<file path="src/rtl/redstone_pkg.sv">
// Shared definitions for the redstone digit-serial ALU.
//   ALU_* op codes, redstone_t (one 4-bit redstone digit), sequencer states.
package redstone_pkg;
  localparam logic [1:0] ALU_ADD = 2'b00;
  localparam logic [1:0] ALU_SUB = 2'b01;
  localparam logic [1:0] ALU_MAX = 2'b10;
  localparam logic [1:0] ALU_DIF = 2'b11;

  typedef logic [3:0] redstone_t;

  typedef enum logic [2:0] {
    IDLE    = 3'd0,
    DRIVE   = 3'd1,
    CAPTURE = 3'd2,
    FINISH  = 3'd3,
    RESP    = 3'd4
  } seq_state_t;
endpackage

</file>
<file path="src/rtl/redstone_alu_seq_if.sv">
// Request/response bus of the redstone ALU sequencer.
//   req_*: valid/ready request (op, a, b); rsp_*: valid/ready response (result, carry).
//   master = requester (CPU control path), slave = sequencer.
interface redstone_alu_seq_if #(parameter int WIDTH = 12);
  logic             req_valid;
  logic             req_ready;
  logic [1:0]       req_op;
  logic [WIDTH-1:0] req_a;
  logic [WIDTH-1:0] req_b;
  logic             rsp_valid;
  logic             rsp_ready;
  logic [WIDTH-1:0] rsp_result;
  logic             rsp_carry;

  modport master (
    output req_valid, req_op, req_a, req_b, rsp_ready,
    input  req_ready, rsp_valid, rsp_result, rsp_carry
  );
  modport slave (
    input  req_valid, req_op, req_a, req_b, rsp_ready,
    output req_ready, rsp_valid, rsp_result, rsp_carry
  );
endinterface

</file>
<file path="src/rtl/redstone_digit_alu.sv">
// Combinational single-digit redstone ALU.
//   i_a_d, i_b_d : operand digits       i_cin : carry/borrow in
//   i_op         : ALU_ADD adds, every other op subtracts (a - b - cin)
//   o_out, o_cout: digit result and carry/borrow out
//   o_a_gt/o_b_gt: digit magnitude compare (a>b / b>a)
module redstone_digit_alu
  import redstone_pkg::*;
(
  input  redstone_t  i_a_d,
  input  redstone_t  i_b_d,
  input  logic       i_cin,
  input  logic [1:0] i_op,
  output redstone_t  o_out,
  output logic       o_cout,
  output logic       o_a_gt,
  output logic       o_b_gt
);
  logic [4:0] w_sum;
  logic [4:0] w_dif;

  // 5-bit wrap of a-b-cin: bit 4 set exactly when a < b+cin
  assign w_sum = {1'b0, i_a_d} + {1'b0, i_b_d} + {4'b0, i_cin};
  assign w_dif = {1'b0, i_a_d} - {1'b0, i_b_d} - {4'b0, i_cin};

  always_comb begin
    o_out  = w_dif[3:0];
    o_cout = w_dif[4];
    if (i_op == ALU_ADD) begin
      o_out  = w_sum[3:0];
      o_cout = w_sum[4];
    end
  end

  assign o_a_gt = (i_a_d > i_b_d);
  assign o_b_gt = (i_b_d > i_a_d);
endmodule

</file>
<file path="src/rtl/redstone_alu_seq.sv">
// Digit-serial sequencer around one shared redstone_digit_alu.
//   i_clk, i_reset (sync, active high)
//   bus (slave): request op/a/b in, result/carry out, both valid/ready.
// Operands walk LSB digit first; each digit is held SETTLE cycles on the
// digit ALU, then captured. DIF runs a second pass with swapped operands
// when the first pass borrows.
module redstone_alu_seq
  import redstone_pkg::*;
#(
  parameter int WIDTH  = 12,
  parameter int SETTLE = 2
) (
  input  logic              i_clk,
  input  logic              i_reset,
  redstone_alu_seq_if.slave bus
);
  localparam int NDIG = WIDTH / 4;
  localparam int IDXW = (NDIG > 1) ? $clog2(NDIG) : 1;
  localparam int CNTW = (SETTLE > 1) ? $clog2(SETTLE) : 1;

  if ((WIDTH % 4) != 0 || WIDTH < 4) begin : g_bad_width
    $error("redstone_alu_seq: WIDTH must be a positive multiple of 4");
  end
  if (SETTLE < 1) begin : g_bad_settle
    $error("redstone_alu_seq: SETTLE must be >= 1");
  end

  seq_state_t             r_state;
  logic [1:0]             r_op;
  redstone_t [NDIG-1:0]   r_a, r_b, r_res;
  logic                   r_carry, r_gt, r_pass;
  logic [IDXW-1:0]        r_idx;
  logic [CNTW-1:0]        r_cnt;
  logic                   r_rsp_valid;
  logic [WIDTH-1:0]       r_rsp_result;
  logic                   r_rsp_carry;

  redstone_t w_out;
  logic      w_cout, w_a_gt, w_b_gt;

  redstone_digit_alu u_dig (
    .i_a_d  (r_a[r_idx]),
    .i_b_d  (r_b[r_idx]),
    .i_cin  (r_carry),
    .i_op   (r_op),
    .o_out  (w_out),
    .o_cout (w_cout),
    .o_a_gt (w_a_gt),
    .o_b_gt (w_b_gt)
  );

  assign bus.req_ready  = (r_state == IDLE) && !i_reset;
  assign bus.rsp_valid  = r_rsp_valid;
  assign bus.rsp_result = r_rsp_result;
  assign bus.rsp_carry  = r_rsp_carry;

  always_ff @(posedge i_clk) begin
    if (i_reset) begin
      r_state      <= IDLE;
      r_op         <= ALU_ADD;
      r_a          <= '0;
      r_b          <= '0;
      r_res        <= '0;
      r_carry      <= 1'b0;
      r_gt         <= 1'b0;
      r_pass       <= 1'b0;
      r_idx        <= '0;
      r_cnt        <= '0;
      r_rsp_valid  <= 1'b0;
      r_rsp_result <= '0;
      r_rsp_carry  <= 1'b0;
    end else begin
      case (r_state)
        IDLE: if (bus.req_valid) begin
          r_op    <= bus.req_op;
          r_a     <= bus.req_a;
          r_b     <= bus.req_b;
          r_carry <= 1'b0;
          r_gt    <= 1'b0;
          r_pass  <= 1'b0;
          r_idx   <= '0;
          r_cnt   <= '0;
          r_state <= DRIVE;
        end
        DRIVE: begin
          if (r_cnt == CNTW'(SETTLE - 1)) begin
            r_cnt   <= '0;
            r_state <= CAPTURE;
          end else begin
            r_cnt <= r_cnt + 1'b1;
          end
        end
        CAPTURE: begin
          r_res[r_idx] <= w_out;
          r_carry      <= w_cout;
          // higher digits are seen later, so they override the compare
          if (w_b_gt)      r_gt <= 1'b1;
          else if (w_a_gt) r_gt <= 1'b0;
          if (r_idx == IDXW'(NDIG - 1)) begin
            r_state <= FINISH;
          end else begin
            r_idx   <= r_idx + 1'b1;
            r_state <= DRIVE;
          end
        end
        FINISH: begin
          r_state     <= RESP;
          r_rsp_valid <= 1'b1;
          case (r_op)
            ALU_MAX: begin
              r_rsp_result <= r_gt ? r_b : r_a;
              r_rsp_carry  <= r_gt;
            end
            ALU_DIF: begin
              if (!r_pass && r_carry) begin
                // a<b: rerun as b-a
                r_a         <= r_b;
                r_b         <= r_a;
                r_pass      <= 1'b1;
                r_carry     <= 1'b0;
                r_idx       <= '0;
                r_cnt       <= '0;
                r_state     <= DRIVE;
                r_rsp_valid <= 1'b0;
              end else begin
                r_rsp_result <= r_res;
                r_rsp_carry  <= r_pass;
              end
            end
            default: begin
              r_rsp_result <= r_res;
              r_rsp_carry  <= r_carry;
            end
          endcase
        end
        RESP: if (bus.rsp_ready) begin
          r_rsp_valid <= 1'b0;
          r_state     <= IDLE;
        end
        default: r_state <= IDLE;
      endcase
    end
  end
endmodule

</file>
<file path="src/flat_wrapper.sv">
// flat-port wrapper written by rule: the top's interface ports become plain ports
module redstone_alu_seq_flat import redstone_pkg::*;
#(
  parameter int WIDTH  = 12,
  parameter int SETTLE = 2
)
  (i_clk, i_reset, bus_req_valid, bus_req_op, bus_req_a, bus_req_b, bus_rsp_ready, bus_req_ready, bus_rsp_valid, bus_rsp_result, bus_rsp_carry);
  redstone_alu_seq_if #(.WIDTH(WIDTH)) bus_i ();
  input  logic i_clk;
  input  logic i_reset;
  input wire logic [$bits(bus_i.req_valid)-1:0] bus_req_valid;
  input wire logic [$bits(bus_i.req_op)-1:0] bus_req_op;
  input wire logic [$bits(bus_i.req_a)-1:0] bus_req_a;
  input wire logic [$bits(bus_i.req_b)-1:0] bus_req_b;
  input wire logic [$bits(bus_i.rsp_ready)-1:0] bus_rsp_ready;
  output wire logic [$bits(bus_i.req_ready)-1:0] bus_req_ready;
  output wire logic [$bits(bus_i.rsp_valid)-1:0] bus_rsp_valid;
  output wire logic [$bits(bus_i.rsp_result)-1:0] bus_rsp_result;
  output wire logic [$bits(bus_i.rsp_carry)-1:0] bus_rsp_carry;
  assign bus_i.req_valid = bus_req_valid;
  assign bus_i.req_op = bus_req_op;
  assign bus_i.req_a = bus_req_a;
  assign bus_i.req_b = bus_req_b;
  assign bus_i.rsp_ready = bus_rsp_ready;
  assign bus_req_ready = bus_i.req_ready;
  assign bus_rsp_valid = bus_i.rsp_valid;
  assign bus_rsp_result = bus_i.rsp_result;
  assign bus_rsp_carry = bus_i.rsp_carry;
  redstone_alu_seq #(.WIDTH(WIDTH), .SETTLE(SETTLE)) u_core (.i_clk(i_clk), .i_reset(i_reset), .bus(bus_i));
endmodule
</file>
<file path="config.mk">
export PLATFORM = sky130hd
export DESIGN_NAME = redstone_alu_seq_flat
export DESIGN_NICKNAME = d
export VERILOG_FILES = /design/src/rtl/redstone_pkg.sv /design/src/rtl/redstone_alu_seq_if.sv /design/src/rtl/redstone_digit_alu.sv /design/src/rtl/redstone_alu_seq.sv /design/src/flat_wrapper.sv
export SDC_FILE = /design/constraint.sdc
export NUM_CORES = 1
export LEC_CHECK = 0
export CORE_MARGIN = 1
export CORE_UTILIZATION = 30
export DETAILED_ROUTE_END_ITERATION = 7
export GPL_TIMING_DRIVEN = 0
export HOLD_SLACK_MARGIN = 0.15
export PLACE_DENSITY = 0.55
export SETUP_SLACK_MARGIN = 0.05
export SLEW_MARGIN = 30
export SYNTH_ARGS = -nofsm -noshare
export SYNTH_HDL_FRONTEND = slang
export SYNTH_HIERARCHICAL = 1
export SYNTH_SLANG_ARGS = --single-unit
</file>
<file path="constraint.sdc">
create_clock -name i_clk -period 8.2 [get_ports i_clk]
set_clock_uncertainty 0.15 [all_clocks]
set_input_delay 1.64 -clock i_clk [delete_from_list [all_inputs] [get_ports i_clk]]
set_output_delay 1.64 -clock i_clk [all_outputs]
set_load 0.02 [all_outputs]
</file>
Yosys cells after proc, flatten, opt, wreduce, memory -nomap -nowiden
Cells that the tools add are included.
Word-level totals
  flip-flop bits (word level): 61
  bits in latches: 0
  memory bits (writable): 0
  bits in read-only memories: 0
  input port bits: 30
  output and inout port bits: 15
  logic and storage cells: 115
  memories kept: 0
Operators by class
  $add $sub $neg: 6
  $mul: 0
  div/mod/pow operators: 0
  magnitude comparators: 4
  equal/unequal tests: 15
  shift operators: 0
  muxes and demuxes: 50
  bitwise operators: 0
  reduce and logical (&&, ||, !) cells: 21
Operators with widths (count)
  $mux W12: 8
  $pmux W12 S2: 3
  $bmux W4 S2: 2
  $mux W4: 4
  $mux W3: 5
  $pmux W3 S5: 1
  $mux W1: 13
  $bwmux W12: 1
  $reduce_and A4 Y1: 3
  $mux W2: 5
  $demux W4 S2: 1
  $gt A4 B4 Y1: 2
  $ne A2 B2 Y1 const B: 4
  $pmux W1 S2: 4
  $eq A2 B2 Y1 const B: 3
  $eq A3 B2 Y1 const B: 2
  $ne A2 B1 Y1 const B: 3
  $pmux W1 S3: 2
  $pmux W2 S3: 1
  $reduce_and A2 Y1: 3
  $reduce_and A3 Y1: 2
  $reduce_bool A2 Y1: 3
  $reduce_bool A3 Y1: 2
  $add A4 B4 Y5: 1
  15 further kinds: 18

Longest topological paths before layout
  depth after elaboration: 6
  mapped depth: 13
  gate-level depth less buffers: 13

Hierarchy
Netlist, hierarchy kept.
By module, submodules not included
  redstone_alu_seq: instances 1, cells an instance 328, area an instance 3269.4 um2
  redstone_digit_alu: instances 1, cells an instance 53, area an instance 466.7 um2

Worst setup path after synthesis
Ideal clock, no wire load.
  path kind: input to output
  from: in i_reset
  to: out bus_req_ready
  arrival: 2703 ps
  required time: 6410 ps
  path slack: 3707 ps
  cell stages on the path: 3
  path buffers: 2
  cells stage by stage: buf_1 -> clkbuf_1 -> nor4_1
On the way
  longest elaborated chain between the ends: 2
Ends and longest elaborated chain
  from (decl): line flat_wrapper.sv:10  | input logic i_reset;
  $logic_not A1 Y1: line redstone_alu_seq.sv:52  | assign bus.req_ready = (r_state == IDLE) && !i_reset;
  $logic_and A1 B1 Y1: line redstone_alu_seq.sv:52
  to (decl): line flat_wrapper.sv:16  | output wire logic [$bits(bus_i.req_ready)-1:0] bus_req_ready;
No other way between the ends.

Worst setup path in the final report
Same ends and word-level chain as after synthesis.

==> results_dict.tcl <==
set metrics [dict create \
    fmax_mhz 176 \
    clk_path_buf_depth 2 \
    grt_use_total_pct 17.2 \
    ctsRootBufferMaster "clkbuf_16" \
    gp_congestion 0.849 \
    syn_inst 381 \
    layout-drive-gt1-share_pct 18.4 \
    start_util_pct 31.0 \
    vias_per_cell 5.03 \
    area_delta_synth_final_pct 25.5 \
    synth_nets 430 \
    grt_max_degree 12 \
    timing.final.crit_share_pct 69.4 \
    drv_slew 0 \
    place_ws_ps 2470 \
    status "completed" \
    wl_per_cell_um 17.2 \
    cts_resized 0 \
    period_needed_ps 5690 \
    diodes 0 \
    cp-start-kind "primary input" \
    layout.cells.non_filler 609 \
    setup_tns_ps 0 \
    drt-total-wl_um 10500 \
    clk_pin_slew_worst_paths_ps 50 \
    final_common_cell "mux2i_1" \
    die_x_um 114 \
    postCtsSetupBuffers 0 \
    antenna_found_initial 0 \
    powerDensity_nw_per_um2 242 \
    cts_tree "done" \
    ys_ff_latch 61 \
    p_total_mw 1.13 \
    ios 45 \
    rsz0062_at_grt "no" \
    dp_hpwl_um 7800 \
    cts_buffers 9 \
    grt_overflow 0 \
    die_y_um 114 \
    vias 3066 \
    leakage_nw 1.84 \
    setup_slack_ps 2510 \
    fin_nets 485 \
    maxSlewHeadroom_pct 34.5 \
    worst-slew-pin-transition_ps 972 \
    ant_nets 0 \
    crit_chain "clkdlybuf4s50_1, buf_1, clkbuf_1, nor4_1, clkdlybuf4s50_1" \
    multiInputGateArea_sq_um 2270 \
    synth.distinct_cells 47 \
    io_buffers 44 \
    worstSetupEndpointType "output port" \
    cts.sinks 61 \
    drc 0 \
    hold_class "flop to flop" \
    ys_seq_area_share_pct 32.7 \
    hold_viol 0 \
    cts.hold.buffers_added 0 \
    max_stage_delay_ps 570 \
    core-area_sq_um 12100 \
    critPathKind "primary input to output port" \
    h-tree-depth 3 \
    finalSetupViolations 0 \
    critical_path_arrival_ps 3900 \
    worstSkewPairLatency_ps 330 \
    placedCellCount 593 \
    first_pass_iters 4 \
    critPathSlowestCell "clkdlybuf4s50_1" \
    hold_slack_ps 324 \
    grt_pass1_vias 3098 \
    irDropWorstVdd_mv 0.0920 \
    yosys_warnings 6 \
    crit_fanout 10 \
    grt_pass1_wl_um 16900 \
    cp_common_cell "clkdlybuf4s50_1" \
    seq_area_sq_um 1220 \
    max_cap_viol_count 0 \
    mostFrequentLayoutCells "mux2i_1 (64), dfxtp_1 (61), nor2_1 (45)" \
    die_area_sq_um 12900 \
    r2r_setup_slack_ps 4720 \
    required_ps 6410 \
    synth_area_per_cell_sq_um 9.81 \
    drtIter0Drc 140 \
    n_fill_cell 1186 \
    synth_area_sq_um 3740 \
    row_count 40 \
]
-- kinds of logic (layout without fill, tap and decap cells) --
family | after synthesis | after routing | share of synthesized area (%)
buffers and inverters | 46 | 106 | 6.43
AOI/OAI and AO/OA | 75 | 75 | 18.0
and+or+nand+nor | 97 | 97 | 13.0
adders and majority gates | 19 | 19 | 7.37
xor gates and xnor gates | 5 | 5 | 1.17
DFF | 61 | 61 | 32.7
muxes | 78 | 78 | 21.4
-- final timing paths --
path	from	end	depth (start not counted)
max	i_reset	bus_req_ready	5
min	u_core/bus.rsp_result[6]	u_core/bus.rsp_result[6]	2
max reg2reg	u_core/r_idx[1]	u_core/r_res[7]	13
min reg2reg	u_core/bus.rsp_result[6]	u_core/bus.rsp_result[6]	2
-- cell usage after synthesis (all sizes together) --
library cell | count | area share (%)
buf | 19 | 3.7
a41oi | 1 | 0.23
xor2 | 3 | 0.70
clkbuf | 8 | 0.80
nand3b | 2 | 0.40
o31a | 1 | 0.27
nand2 | 27 | 2.7
xnor2 | 2 | 0.47
nor3 | 2 | 0.27
o21bai | 1 | 0.20
and4bb | 3 | 1.0
fa | 5 | 2.7
a211oi | 1 | 0.20
a221oi | 27 | 9.8
nor4 | 1 | 0.17
nand3 | 2 | 0.27
and4b | 1 | 0.27
a21oi | 13 | 1.7
nor3b | 1 | 0.33
ha | 14 | 4.7
o22ai | 16 | 2.7
dfxtp | 61 | 33
a2111oi | 1 | 0.40
nor2 | 46 | 4.7
inv | 19 | 1.9
mux2 | 14 | 4.2
a311oi | 1 | 0.23
o21ai | 8 | 1.1
or2 | 1 | 0.17
a21o | 1 | 0.23
nor2b | 4 | 0.67
and3b | 1 | 0.23
o21a | 1 | 0.20
mux2i | 64 | 17
o221ai | 2 | 0.47
nand2b | 2 | 0.33
nand4b | 1 | 0.23
o311ai | 1 | 0.23
nor4b | 2 | 1.0
nand4 | 1 | 0.17
-- power by group --
group	total, mW	switching (mW)	internal [mW]
combinational	0.372	0.209	0.163
sequential	0.371	0.0415	0.330
clock	0.389	0.146	0.243
total	1.13	0.396	0.736
-- critical path: cells and delay by family --
family	cells	cell delay [ps]
buffers and inverters	4	2170
AND/OR/NAND/NOR	1	90
-- per-layer routing --
layer  part of all wire, %  vias up  track usage (%)
li1                      -     1504                -
met1                    47     1504             23.0
met2                    48       47             28.2
met3                   3.4       11             2.55
met4                   1.2        0             5.88
met5                     0        -                0
-- registers in the layout, indices dropped and copies added, names as in the netlist --
name,count
u_core/r_cnt,1
u_core/bus.rsp_result,12
u_core/bus.rsp_valid,1
u_core/r_op,2
u_core/r_pass,1
u_core/r_idx,2
u_core/r_res,12
u_core/r_state,3
u_core/r_b,12
u_core/bus.rsp_carry,1
u_core/r_gt,1
u_core/r_carry,1
u_core/r_a,12
-- stage by stage --
step                      instance area (sq um)  util (%)
after detailed placement                   4390      36.4
after floorplan                            3740         -
after CTS                                  4690      38.9
after global routing                       4690      38.9
after global placement                     4390      36.4
final                                      4690      38.9
-- final cells by class --
| class | instances | area share, % |
|---|---|---|
| inverters | 19 | 1.52 |
| well taps | 168 | 4.48 |
| multi-input cells | 274 | 48.5 |
| clock inverters | 6 | 1.31 |
| flip-flops and latches | 61 | 26.1 |
| clock buffers | 10 | 5.10 |
| repair buffers | 44 | 9.40 |
| plain buffers | 27 | 3.60 |
(Power assumes the default switching activity.)
